### config.mk
export PLATFORM = sky130hd
export DESIGN_NAME = flash_adc_sequencer
export DESIGN_NICKNAME = d
export VERILOG_FILES = /design/src/rtl/flash_adc_pkg.sv /design/src/rtl/therm_popcount_chk.sv /design/src/rtl/flash_adc_sequencer.sv
export SDC_FILE = /design/constraint.sdc
export NUM_CORES = 1
export LEC_CHECK = 0
export ABC_AREA = 1
export BUFFER_PORTS_ARGS = -buffer_cell sky130_fd_sc_hd__buf_4
export CAP_MARGIN = 5
export CORE_MARGIN = 4
export CORE_UTILIZATION = 50
export DETAILED_ROUTE_END_ITERATION = 8
export HOLD_SLACK_MARGIN = 0.08
export PLACE_DENSITY = 0.75
export SETUP_SLACK_MARGIN = 0.5
export SYNTH_ARGS = -nofsm -noshare
export SYNTH_HDL_FRONTEND = slang
export SYNTH_SLANG_ARGS = --single-unit
### constraint.sdc
create_clock -name clk -period 3.42 [get_ports clk]
set_input_delay 0.684 -clock clk [delete_from_list [all_inputs] [get_ports clk]]
set_output_delay 0.684 -clock clk [all_outputs]
set_load 0.03 [all_outputs]
### src/rtl/flash_adc_pkg.sv
// Shared types and widths for the flash ADC sequencer.
package flash_adc_pkg;

  localparam int THERM_W = 7;
  localparam int BIN_W   = 3;

  typedef enum logic [2:0] {
    IDLE    = 3'd0,
    LATCH   = 3'd1,
    SETTLE  = 3'd2,
    CAPTURE = 3'd3,
    DONE    = 3'd4
  } state_t;

  // Sum of 2^log2_nsamp counts of at most 7 always fits in BIN_W+log2_nsamp bits.
  function automatic int sum_w(input int log2_nsamp);
    return BIN_W + log2_nsamp;
  endfunction

endpackage

### src/rtl/therm_popcount_chk.sv
// Combinational 7-to-3 ones counter (full-adder tree) with a thermometer bubble check.
module therm_popcount_chk
  import flash_adc_pkg::*;
(
  input  logic [THERM_W-1:0] therm,
  output logic [BIN_W-1:0]   count,
  output logic               bubble
);

  logic s0, c0, s1, c1, s2, c2, s3, c3;

  assign s0 = therm[0] ^ therm[1] ^ therm[2];
  assign c0 = (therm[0] & therm[1]) | (therm[0] & therm[2]) | (therm[1] & therm[2]);
  assign s1 = therm[3] ^ therm[4] ^ therm[5];
  assign c1 = (therm[3] & therm[4]) | (therm[3] & therm[5]) | (therm[4] & therm[5]);
  assign s2 = s0 ^ s1 ^ therm[6];
  assign c2 = (s0 & s1) | (s0 & therm[6]) | (s1 & therm[6]);
  assign s3 = c0 ^ c1 ^ c2;
  assign c3 = (c0 & c1) | (c0 & c2) | (c1 & c2);

  assign count = {c3, s3, s2};

  // A set bit directly above a clear bit means some lower threshold did not trip.
  assign bubble = |(therm[THERM_W-1:1] & ~therm[THERM_W-2:0]);

endmodule

### src/rtl/flash_adc_sequencer.sv
// Flash comparator burst sequencer: latch, settle, capture, accumulate, rounded average.
// Define FLASH_ADC_RETRY_EN to re-sample a slot once after a bubbled capture.
//
// Handshakes: start is taken on a rising edge where start && start_ready; the
// result is consumed on a rising edge where result_valid && result_ready, and
// result/result_sum/bubble_err stay stable while result_valid is high.
module flash_adc_sequencer
  import flash_adc_pkg::*;
#(
  parameter int LOG2_NSAMP = 2,
  parameter int SETTLE_CYC = 2
) (
  input  logic                           clk,
  input  logic                           rst,
  input  logic                           start,
  output logic                           start_ready,
  output logic                           cmp_latch,
  input  logic [THERM_W-1:0]             therm_in,
  output logic                           busy,
  output logic [BIN_W-1:0]               result,
  output logic [sum_w(LOG2_NSAMP)-1:0]   result_sum,
  output logic                           result_valid,
  input  logic                           result_ready,
  output logic                           bubble_err,
  output state_t                         dbg_state
);

  localparam int SUM_W = sum_w(LOG2_NSAMP);
  localparam int NSAMP = 1 << LOG2_NSAMP;
  localparam int CNT_W = LOG2_NSAMP + 1;
  localparam int RND_I = (LOG2_NSAMP == 0) ? 0 : (1 << (LOG2_NSAMP - 1));
  localparam logic [SUM_W-1:0] RND = SUM_W'(RND_I);

  state_t             state, state_nxt;
  logic [SUM_W-1:0]   acc;
  logic [SUM_W-1:0]   acc_rnd;
  logic [CNT_W-1:0]   samp_cnt;
  logic [3:0]         settle_cnt;
  logic               bub_flag;
  logic [BIN_W-1:0]   cap_count;
  logic               cap_bubble;
  logic               take_sample;
  logic               last_samp;

  therm_popcount_chk u_popcount (
    .therm  (therm_in),
    .count  (cap_count),
    .bubble (cap_bubble)
  );

`ifdef FLASH_ADC_RETRY_EN
  logic retry;
  // First bubble in a slot is discarded and re-sampled; the second is kept.
  assign take_sample = !cap_bubble || retry;
`else
  assign take_sample = 1'b1;
`endif

  assign last_samp = (samp_cnt == CNT_W'(NSAMP - 1));
  assign acc_rnd   = acc + RND;
  assign dbg_state = state;

  always_ff @(posedge clk) begin
    if (rst) state <= IDLE;
    else     state <= state_nxt;
  end

  always_comb begin
    state_nxt = state;
    unique case (state)
      IDLE:    if (start) state_nxt = LATCH;
      LATCH:   state_nxt = SETTLE;
      SETTLE:  if (settle_cnt <= 4'd1) state_nxt = CAPTURE;
      CAPTURE: state_nxt = (take_sample && last_samp) ? DONE : LATCH;
      DONE:    if (result_ready) state_nxt = IDLE;
      default: state_nxt = IDLE;
    endcase
  end

  always_comb begin
    start_ready  = 1'b0;
    busy         = 1'b1;
    cmp_latch    = 1'b0;
    result_valid = 1'b0;
    result       = '0;
    result_sum   = '0;
    bubble_err   = 1'b0;
    unique case (state)
      IDLE: begin
        start_ready = 1'b1;
        busy        = 1'b0;
      end
      LATCH: cmp_latch = 1'b1;
      DONE: begin
        result_valid = 1'b1;
        result_sum   = acc;
        result       = BIN_W'(acc_rnd >> LOG2_NSAMP);
        bubble_err   = bub_flag;
      end
      default: ;
    endcase
  end

  always_ff @(posedge clk) begin
    if (rst) begin
      acc        <= '0;
      samp_cnt   <= '0;
      settle_cnt <= '0;
      bub_flag   <= 1'b0;
`ifdef FLASH_ADC_RETRY_EN
      retry      <= 1'b0;
`endif
    end else begin
      unique case (state)
        IDLE: if (start) begin
          acc      <= '0;
          samp_cnt <= '0;
          bub_flag <= 1'b0;
`ifdef FLASH_ADC_RETRY_EN
          retry    <= 1'b0;
`endif
        end
        LATCH:  settle_cnt <= 4'(SETTLE_CYC);
        SETTLE: settle_cnt <= settle_cnt - 4'd1;
        CAPTURE: begin
          if (take_sample) begin
            acc      <= acc + SUM_W'(cap_count);
            bub_flag <= bub_flag | cap_bubble;
            samp_cnt <= samp_cnt + CNT_W'(1);
`ifdef FLASH_ADC_RETRY_EN
            retry    <= 1'b0;
          end else begin
            retry    <= 1'b1;
`endif
          end
        end
        default: ;
      endcase
    end
  end

endmodule

Word-level counts from Yosys, hierarchy flattened
Cells that the tools add are included.

Input port bits: 11. Output and inout bits: 16. Word-level logic and storage cells: 74. Register bits: 16.

Eq/ne operators: 8. Add/subtract/negate cells: 4. Muxes and demuxes: 19. Bitwise operators: 31. Reductions and logical operators: 6. Magnitude comparators: 1.

Operator list (number): 3-bit 2-to-1 mux (6); 3-bit one-hot mux with 5 select lines (1); 1-bit AND (12); 5-bit 2-to-1 mux (2); 5-bit one-hot mux with 2 select lines (1); 3-bit by 2-bit equality test with 1-bit output (second input constant) (3); 1-bit bitwise OR (9); 4-bit one-hot mux with 2 select lines (1); 1-bit bitwise XOR (8); 6-bit AND (1); 1-bit 2-to-1 mux (6); 2-bit != test (second input constant) (3); 6-bit NOT (1); 3-bit one-hot mux with 2 select lines (1); 6-bit OR reduction (1); 5-bit by 2-bit adder with 5-bit output (second input constant) (1); 5-bit by 3-bit adder with 5-bit output (1); 4-bit by 1-bit less-or-equal comparator with 1-bit output (second input constant) (1); 2-bit nonzero test (2); 4-bit by 1-bit subtractor with 4-bit output (second input constant) (1); 3-bit by 1-bit adder with 3-bit output (second input constant) (1); 3-bit by 1-bit equality test with 1-bit output (second input constant) (1); 3-bit equality test (second input constant) (1); 3-bit zero test (1); 3 further kinds (3).

Logic depth before layout (Yosys ltp)
Gate-level depths: netlist of run 1.

Depth in word-level cells: 10. Mapped depth: 14. Mapped depth without buffers: 14.

Hierarchy
Synthesis of run 1 repeated with hierarchy kept, for this count alone.

Cell total of the unflattened synthesis: 176. Area, all modules: 1177.4 um^2.

Modules (own cells, without submodules): flash_adc_sequencer (cells each 150, area an instance 999.7 um^2, sequential area each 320.3 um^2, instances 1); therm_popcount_chk (cells each 26, area an instance 177.7 um^2, sequential area each 0.0 um^2, instances 1).

Least setup slack after synthesis of run 1
Ideal clock, no wire load.

Kind: input to register. From: in therm_in[0]. To: reg acc[4]. Required time: 3.307 ns. Setup time: 0.113 ns. Path slack: 0.383 ns. Path buffers: 0. Data arrival time: 2.925 ns. Stages on the path: 13. Cells stage by stage: inv_1 > fa_1 > inv_1 > fa_1 > inv_1 > fa_1 > fa_1 > inv_1 > nand2_1 > nand2_1 > nand3_2 > nor2_1 > nor2_1.

Word-level cells in the longest chain between the ends: 10. Elaborated cells on any way between the ends: 21. Those cells by class: 1 x add/sub; 1 x mux; 19 x bitwise.

RTL lines: start, declared (line flash_adc_sequencer.sv:18) `input logic [THERM_W-1:0] therm_in,`; 1-bit bitwise XOR (2 in series) (line therm_popcount_chk.sv:12) `assign s0 = therm[0] ^ therm[1] ^ therm[2];`; 1-bit AND (line therm_popcount_chk.sv:17) `assign c2 = (s0 & s1) | (s0 & therm[6]) | (s1 & therm[6]);`; 1-bit bitwise OR (2 in series) (line therm_popcount_chk.sv:17); 1-bit AND (line therm_popcount_chk.sv:19) `assign c3 = (c0 & c1) | (c0 & c2) | (c1 & c2);`; 1-bit bitwise OR (2 in series) (line therm_popcount_chk.sv:19); 5-bit by 3-bit adder with 5-bit output (*) (line flash_adc_sequencer.sv:127) `acc <= acc + SUM_W'(cap_count);`; 5-bit one-hot mux with 2 select lines (*) (line flash_adc_sequencer.sv:114) `unique case (state)`; end signal, assigned (line flash_adc_sequencer.sv:127); end, declared (line flash_adc_sequencer.sv:35) `logic [SUM_W-1:0] acc;`.

Mark *: on every way between the ends. The rest lies on a longest branch, timed or not. A chain may end at the register's enable or synchronous reset.

Worst setup path after layout of run 1
From: in therm_in[0]. To: reg acc[2].

The elaborated chain is that of the path after synthesis.

==> results of run 1 <==
[per-layer routing]
| layer | track usage [%] | vias up |
|---|---|---|
| met1 | 22.47 | 498 |
| met5 | 0 | - |
| li1 | - | 575 |
| met4 | 6.102 | 0 |
| met3 | 2.989 | 4 |
| met2 | 29.21 | 22 |
[sequential cells by signal (all words and copies together), names as in the netlist]
signal,count
acc,5
settle_cnt,4
dbg_state,3
samp_cnt,3
bub_flag,1
[cell usage after synthesis]
| cell | number | area, µm² |
|---|---|---|
| a21oi_1 | 13 | 65.06 |
| a21oi_2 | 1 | 8.760 |
| clkbuf_1 | 1 | 3.750 |
| clkbuf_2 | 1 | 5.000 |
| dfxtp_1 | 16 | 320.3 |
| fa_1 | 5 | 100.1 |
| ha_1 | 9 | 112.6 |
| inv_1 | 31 | 116.4 |
| inv_2 | 6 | 22.52 |
| inv_4 | 1 | 6.260 |
| nand2_1 | 29 | 108.9 |
| nand2_2 | 1 | 6.260 |
| nand3_1 | 15 | 75.07 |
| nand3_2 | 4 | 40.04 |
| nand3_4 | 1 | 17.52 |
| nand4_1 | 2 | 12.51 |
| nand4_4 | 1 | 21.27 |
| nor2_1 | 13 | 48.80 |
| nor3_1 | 1 | 5.000 |
| nor3_2 | 1 | 10.01 |
| o21ai_0 | 8 | 40.04 |
| or2_0 | 2 | 12.51 |
| or2_2 | 1 | 6.260 |
| xnor2_1 | 1 | 8.760 |
[layout by cell type (no fill, tap or decap), types with 3 or more instances in the layout]
master	count
buf_4	25
clkbuf_4	3
fa_1	3
nand2_2	3
nand3_2	4
inv_2	10
ha_1	9
inv_1	25
nor2_1	13
nand2_1	27
a21oi_1	13
dfxtp_1	16
o21ai_0	8
nand3_1	15
[tightest hold or removal path: stages (launching register included)]
cell and delay (ns):
dfxtp_1 0.32, nand2_1 0.06, a21oi_1 0.06
[power by group]
part           total [W]  internal [W]  switching [W]
Combinational   0.000198     0.0000762       0.000122
Sequential      0.000218      0.000200      0.0000177
Clock          0.0000950     0.0000407      0.0000543
[metrics by stage]
stage                     total power (W)  util (%)
after global placement          0.0004091     63.14
after detailed placement        0.0004175     63.14
final                           0.0005112     65.04
after CTS                       0.0005118     64.15
after global routing            0.0005526     65.04
after floorplan                 0.0003590         -
[final timing paths]
| path | startpoint | end | slack [ns] | depth (start not counted) |
|---|---|---|---|---|
| worst max-delay path | therm_in[0] | acc[2] | 0.60 | 13 |
| worst min-delay path | bub_flag | bub_flag | 0.48 | 2 |
| worst max register to register | acc[0] | acc[2] | 1.98 | 8 |
| worst min register to register | bub_flag | bub_flag | 0.48 | 2 |
[area by class of cell]
class | count | area, µm² | share of cell area [%]
clock buffer | 3 | 22.52 | 1.550
inverter | 38 | 155.1 | 10.68
multi-input combinational | 108 | 709.4 | 48.84
sequential | 16 | 320.3 | 22.05
tap | 28 | 35.03 | 2.412
timing repair buffer | 27 | 210.2 | 14.47
[what timing repair did]
item | 4_1_cts | 5_1_grt
setup endpoints to repair | 0 | 2
buffers inserted | 0 | 1
resized for setup | 0 | 6
endpoints found under the hold margin | 0 | 0
[cell families after synthesis]
| group | after synthesis |
|---|---|
| xor+xnor | 1 |
| fa+ha+maj | 14 |
| buf+inv | 40 |
| compound gates | 22 |
| flops | 16 |
| simple gates | 71 |
==> impl_metrics.toml, run 1 <==
[outcome]
outcome = "completed"

[power_and_ir_drop]
ir_worst_vdd_v = 0.0003095
power_density_nw_per_um2 = 351.9
p_leak_nw = 0.6779

[critical_path]
slowest_delay_ns = 0.54
crit_fanout = 2
critical_path.most_common_cell = "inv_2"
worstSetupPathType = "in -> reg"
cp.required_ns = 3.59
crit_buf_inv = 6
end_kind = "flop"
arrival_ns = 2.99
path_delay_family = "adder cells"
critPathLaunchType = "primary input"
crit_chain = "buf_4 > inv_2 > fa_1 > inv_2 > fa_2 > inv_2 > fa_1 > fa_2 > inv_2 > nand2_2 > buf_4 > nand3_1 > a21oi_1"
critPathSlowestCell = "fa_1"

[route]
drc = 0
vias = 1099
highest_layer = "met4"
totalWireLength_um = 2577
vias_per_cell = 4.995
firstDrtPassIters = 4
routedWlPerCell_um = 11.71
met3_length_um = 108
drt_iter0_drc = 19
wl_met1_um = 1214
antenna_left = 0
routed-wl-met2_um = 1217

[final_layout]
n_fill_cell = 194
areaGrowthSynthToFinish_pct = 23.77
finalNonFillerCells = 220
nNetsFinal = 219
drive_gt1_share_pct = 29.69
design_area_um2 = 1453
antenna_cells = 0

[clock_tree]
cts_tree = "built"
worstSkewPairLatency_ns = 0.27
clock_path_buffers = 2
numCtsBuffers = 3
clk_pin_slew_ns = 0.09
cts-root-buf = "clkbuf_4"
cts.sinks = 16
cts-htree-levels = 1
ctsHoldBuffers = 0

[synthesis]
yosys.area_share.simple_pct = 31.02
yosys_warnings = 0
synth_top_family_by_area = "simple AND/OR/NAND/NOR gates"
ys_seq_elements = 16
synth_area_um2 = 1174
synth_nets = 189
syn_inst = 164
synth_xor_area_share_pct = 0.7463
synth_fa_ha_area_share_pct = 18.12
synth_area_per_cell_um2 = 7.156
synth_compound_area_share_pct = 9.701
ys_seq_area_share_pct = 27.29
synthMuxAreaShare_pct = 0
synthDistinctLibCells = 24

[floorplan]
fp.dieH_um = 56.45
dieArea_um2 = 3187
io_pins = 27
start_util_pct = 52.55
die_w_um = 56.45
rows = 17
coreArea_um2 = 2233

[timing]
fin_skew_ns = 0.001423
hold_viol = 0
min_period_ns = 2.817
final.setup.tns_ns = 0
fin_ws_ns = 0.6034
timing.hold.ws_ns = 0.4816
drv_slew = 0
finalSetupViolations = 0
post-route-period-util_pct = 82.36
fmax_mhz = 355.0
tightest_slew_ns = 0.2918
relSlewSlack_pct = 80.52
rsz0062_at_grt = "false"

[placement]
place.gp.congestion = 0.7691
dp.final_hpwl_um = 2016
dp_cells = 216
pre_cts_ws_ns = 0.2282
port_buffers = 26
place_area_um2 = 1410

[global_route]
grt_max_degree = 12
antenna_found_initial = 0
grt_pass1_vias = 1072
grt_overflow = 0
grt_usage_pct = 17.49
grt_first_pass_wirelength_um = 4581

[min_path]
hold_class = "reg -> reg"

[job]
maxCapViolCount = 0
Power figures use the tool's default switching activity.
==> run 2, diff against run 1 <==
ABC_AREA = 0   (was 1)
CORE_UTILIZATION = 48   (was 50)
clock period = 2.44 ns   (was 3.42 ns; I/O delays follow)
==> run 2 against run 1 <==
Non-clock buffer count increased by 10. Synthesized cell count decreased by 15%. Clock power increased by 89%. Hold slack got worse by 0.030 ns. The flow now finishes with violations (setup timing). Power increased to 2.9 times the previous value. Wire length increased by 12%. Sequential power increased by 83%. Sequential share of layout area decreased by 1.7 points. Flip-flop and latch count unchanged. Final area increased by 9.2%.
==> impl_metrics.toml, run 2 <==
[outcome]
outcome = "finished with violations"
violations = "setup timing"

[floorplan]
start_util_pct = 52.34
rows = 17
fp.dieH_um = 57.82
dieArea_um2 = 3343
coreArea_um2 = 2276
die_w_um = 57.82
io_pins = 27

[route]
drt_iter0_drc = 15
vias_per_cell = 5.356
vias = 1082
firstDrtPassIters = 4
antenna_left = 0
routedWlPerCell_um = 14.29
drc = 0
totalWireLength_um = 2887

[synthesis]
yosys-top-cells-count = "19 x inv_1, 16 x dfxtp_1, 15 x nor2_1"
async_flop_share_pct = 0
synth_edf_count = 0
synth_top_area_share_pct = 26.89
syn_inst = 139
synth_area_per_cell_um2 = 8.569
synth_area_um2 = 1191
synthFlopType = "dfxtp_1"
synth_top_cell_by_area = "dfxtp_1"
ys_top_cells_by_area = "dfxtp_1 27%, ha_1 9.5%, fa_1 8.4%, inv_1 6.0%, nor2_1 4.7%"
yosys_warnings = 0
synth_most_common_cell = "inv_1"
synth_nets = 164
ys_seq_area_share_pct = 26.89
ys_seq_elements = 16
synthDistinctLibCells = 43

[final_layout]
largest-register = "acc"
fin_util_pct = 69.71
nNetsFinal = 200
final_common_cell = "buf_4"
top_regs = "acc (5), settle_cnt (4)"
largest_reg_flops = 5
final_cell_mix = "34 x buf_4, 14 x dfxtp_1, 11 x inv_1, 10 x nor2_1, 9 x nand2_1"
antenna_cells = 0
drive_gt1_share_pct = 40.23
areaGrowthSynthToFinish_pct = 33.19

[power_and_ir_drop]
ir_worst_vdd_v = 0.0007846
p_leak_nw = 0.7374
power_density_nw_per_um2 = 927.0

[timing]
rsz0062_at_grt = "true"
timing.hold.ws_ns = 0.4514
post-route-period-util_pct = 109.2
relSlewSlack_pct = 74.49
min_period_ns = 2.665
fin_ws_ns = -0.2246
tightest_slew_ns = 0.3827
drv_slew = 0
hold_viol = 0
fmax_mhz = 375.3
fin_skew_ns = 0.003157
finalSetupViolations = 4

[clock_tree]
numCtsBuffers = 3
cts.sinks = 16
clk_pin_slew_ns = 0.10
clock_path_buffers = 2
worstSkewPairLatency_ns = 0.29
cts-htree-levels = 1
cts-root-buf = "clkbuf_4"
cts_tree = "built"
ctsHoldBuffers = 0

[job]
maxCapViolCount = 0

[placement]
port_buffers = 26
dp.final_hpwl_um = 2264
place.gp.congestion = 0.7744

[critical_path]
crit_buf_inv = 4
end_kind = "flop"
crit_chain = "buf_8 > inv_4 > fa_1 > inv_2 > fa_2 > inv_2 > fa_1 > fa_2 > nor2b_1 > o211ai_1 > o31ai_1"
path_delay_family = "adder cells"
crit_fanout = 2
critPathSlowestCell = "fa_1"
cp.required_ns = 2.64
slowest_delay_ns = 0.56
critPathLaunchType = "primary input"
arrival_ns = 2.86
worstSetupPathType = "in -> reg"

[global_route]
grt_overflow = 0
grt_usage_pct = 18.07
grt_max_degree = 14
grt_pass1_vias = 1083
grt_first_pass_wirelength_um = 4816
antenna_found_initial = 0

[min_path]
hold_class = "reg -> reg"
[run 2: cell count changes in the layout (fill, tap and decap cells not counted), moves of 4 or more]
cell     change
nand2_1     -18
inv_1       -14
nand3_1     -14
buf_4        +9
a21oi_1      -8
and3_1       +6
o21ai_0      -5
a22o_1       +4
nand3_2      -4
nor2_2       +4
[run 2: timing repair]
item / in CTS / in global routing
buffers inserted: 1 / 0
gates cloned: 0 / 0
setup endpoints to repair: 10 / 15
pin swaps: 11 / 3
gates resized for setup: 13 / 5
[run 2: kinds of logic (layout without fill, tap and decap cells)]
family / Yosys count / count (layout) / synth area share (%)
mux: 3 / 3 / 2.521
compound gates: 30 / 30 / 18.17
buf+inv: 27 / 62 / 10.19
fa+ha+maj: 14 / 14 / 17.86
xor+xnor: 4 / 4 / 2.942
flops: 16 / 16 / 26.89
simple gates: 45 / 45 / 21.43
[run 2: metal layers]
metal,share of wire (%),GRT usage [%]
met1,45,24.08
met2,49,30.16
met3,6.0,2.895
met4,0.42,4.967
met5,0,0
[run 2: area by class of cell]
class                           instances  area, µm²
Clock buffer                            4      36.28
Multi-Input combinational cell         96      804.5
Inverter                               21      91.34
Sequential cell                        16      322.8
Timing Repair Buffer                   37      296.5
Tap cell                               28      35.03
Fill cell                             185      689.4
[run 2: final timing paths]
check	slack [ns]	startpoint	cells after the start	to
hold / removal	0.45	samp_cnt[2]	2	samp_cnt[2]
setup reg to reg	0.78	dbg_state[1]	5	acc[3]
setup / recovery	-0.22	therm_in[1]	11	acc[4]
hold reg to reg	0.45	samp_cnt[2]	2	samp_cnt[2]
[run 2: power breakdown]
group          switching, W  internal, W  total [W]
sequential        0.0000790     0.000320   0.000399
combinational      0.000517     0.000375   0.000892
clock             0.0000888    0.0000909   0.000180
[run 2: stage by stage]
step | area [µm²] | TNS (ns) | power (W) | setup WS [ns] | instances
floorplan | 1235 | -0.9474 | 0.001027 | -0.3290 | 139
global placement | 1498 | -1.748 | 0.001234 | -0.5006 | 197
detailed placement | 1498 | -2.109 | 0.001265 | -0.6046 | 197
CTS | 1568 | -0.6197 | 0.001458 | -0.2664 | 202
global route | 1587 | -0.8603 | 0.001577 | -0.3375 | 202
finish | 1587 | -0.5550 | 0.001471 | -0.2246 | 202
[run 2: worst register-to-register path, delay by kind of cell (launching register included)]
family,cells,cell delay [ns]
AND/OR/NAND/NOR,2,0.77
flip-flops,1,0.38
AO/OA/AOI/OAI,2,0.25
buffers and inverters,1,0.21
==> run 3, diff against run 2 <==
--- a/config.mk
+++ b/config.mk
@@ -8,9 +8,9 @@
 export ABC_AREA = 0
-export BUFFER_PORTS_ARGS = -buffer_cell sky130_fd_sc_hd__buf_4
 export CAP_MARGIN = 5
 export CORE_MARGIN = 4
-export CORE_UTILIZATION = 48
+export CORE_UTILIZATION = 50
 export DETAILED_ROUTE_END_ITERATION = 8
+export DONT_BUFFER_PORTS = 1
 export HOLD_SLACK_MARGIN = 0.08
-export PLACE_DENSITY = 0.75
+export PLACE_DENSITY = 0.68
 export SETUP_SLACK_MARGIN = 0.5
==> constraint.sdc (replaced) <==
create_clock -name clk -period 2.44 [get_ports clk]
set_input_delay 0.244 -clock clk [delete_from_list [all_inputs] [get_ports clk]]
set_output_delay 0.244 -clock clk [all_outputs]
set_load 0.03 [all_outputs]
==> run 3 against run 2 <==
Critical path type unchanged. The flow now finishes without violations. Power is 4.0% lower. Die area is 3.4% lower. First-iteration DRC count is 13% higher. Hold slack worse by 0.32 ns.
==> impl_metrics.toml, run 3 (synthesis gave the netlist of run 2 again) <==
[global_route]
grt_overflow = 0
grt_first_pass_wirelength_um = 4650
antenna_found_initial = 0
grt_max_degree = 13
grt_pass1_vias = 1088
grt_usage_pct = 18.24

[job]
maxCapViolCount = 0

[final_layout]
final_cell_mix = "15 x nor2_1, 15 x inv_1, 12 x dfxtp_1, 9 x nand2_1, 9 x ha_1"
design_area_um2 = 1375
antenna_cells = 0
largest_reg_flops = 5
largest-register = "acc"
drive_gt1_share_pct = 22.52
nNetsFinal = 177
n_fill_cell = 205
top_regs = "acc (5), settle_cnt (4)"
areaGrowthSynthToFinish_pct = 15.44

[route]
routedWlPerCell_um = 14.96
routed-wl-met2_um = 1282
wl_met1_um = 1147
met3_length_um = 212
highest_layer = "met4"
vias = 1008
drt_iter0_drc = 17
firstDrtPassIters = 4
totalWireLength_um = 2678
drc = 0
vias_per_cell = 5.631
antenna_left = 0

[floorplan]
dieArea_um2 = 3227
die_w_um = 56.81
coreArea_um2 = 2233
start_util_pct = 53.33
fp.dieH_um = 56.81
rows = 17
io_pins = 27

[placement]
dp.final_hpwl_um = 2014
place.gp.congestion = 0.7666
port_buffers = 0
place_area_um2 = 1272

[critical_path]
crit_buf_inv = 3
slowest_delay_ns = 0.55
reg2reg_depth = 5
path_delay_family = "adder cells"
arrival_ns = 2.50
end_kind = "flop"
crit_fanout = 2
worstSetupPathType = "in -> reg"
reg2reg_to = "settle_cnt[0]"
crit_end = "acc[4]"
worst-r2r-setup-slack_ns = 0.54
cp.required_ns = 2.63
critPathLaunchType = "primary input"
reg2reg_from = "dbg_state[2]"
critical_path.startpoint = "therm_in[0]"
crit_chain = "inv_8 > fa_1 > inv_2 > fa_2 > inv_2 > fa_1 > fa_2 > nor2b_1 > o211ai_1 > nand4b_1 > o31ai_1"
worstSetupPathDepth = 11
critPathSlowestCell = "fa_1"

[clock_tree]
numCtsBuffers = 3
cts-root-buf = "clkbuf_4"
cts.sinks = 16
cts_setup_buffers = 0
cts_tree = "built"
worstSkewPairLatency_ns = 0.29
clk_pin_slew_ns = 0.10
clock_path_buffers = 2
cts-htree-levels = 1

[min_path]
hold_class = "in -> reg"
hold_depth = 3

[power_and_ir_drop]
ir_worst_vdd_v = 0.0009613
p_leak_nw = 0.6212
power_density_nw_per_um2 = 1027

[timing]
drv_slew = 0
tightest_slew_ns = 0.5734
fmax_mhz = 432.2
relSlewSlack_pct = 61.61
min_period_ns = 2.314
fin_skew_ns = 0.0007302
rsz0062_at_grt = "true"
finalSetupViolations = 0
timing.hold.ws_ns = 0.1334
hold_viol = 0
post-route-period-util_pct = 94.82

[outcome]
outcome = "completed"
run 3: worst min-delay path by stage:
stage               startpoint            end  slack [ns]
floorplan                  rst    samp_cnt[2]        0.42
detailed placement         rst  settle_cnt[2]        0.32
global placement           rst       bub_flag        0.32
finish                     rst    samp_cnt[0]        0.13
global route               rst    samp_cnt[0]        0.13
CTS                        rst    samp_cnt[0]        0.12
run 3: what timing repair did:
action	in CTS	in global routing
hold buffers	5	0
setup endpoints to repair	4	6
pin swaps	5	3
resized for setup	1	8
hold endpoints to repair	8	0
run 3: area by class of cell:
cell class / count / area, µm² / share of cell area (%)
Timing Repair Buffer: 14 / 121.4 / 8.826
Tap cell: 28 / 35.03 / 2.548
Multi-Input combinational cell: 96 / 770.7 / 56.05
Sequential cell: 16 / 325.3 / 23.66
Clock buffer: 4 / 36.28 / 2.639
Inverter: 21 / 86.33 / 6.278
run 3: layer usage:
metal  up-vias  track usage [%]
li1        493                -
met1       473            22.59
met2        38            29.54
met3         4            3.678
met4         0            9.603
met5         -                0
run 3: power by group:
group,internal (W),switching (W)
clock network,0.0000910,0.0000894
registers,0.000324,0.0000908
logic,0.000335,0.000483
total,0.000750,0.000663
run 3: per-stage QoR:
stage	setup TNS (ns)	cells	utilization (%)	worst slack, ns	power (W)
floorplan	-0.1685	139	-	-0.08501	0.001015
global placement	-0.3307	170	56.97	-0.1500	0.001140
detailed placement	-0.5719	170	56.97	-0.2288	0.001167
CTS	0	179	60.84	0.1078	0.001391
global route	0	179	61.57	0.02152	0.001527
finish	0	179	61.57	0.1264	0.001412
run 3: worst reg2reg max path, cell delays in order, from the launching register on:
cell	delay, ns
dfxtp_2	0.38
buf_6	0.18
or3_4	0.41
a21o_1	0.18
a21oi_1	0.14
dlygate4sd3_1	0.56
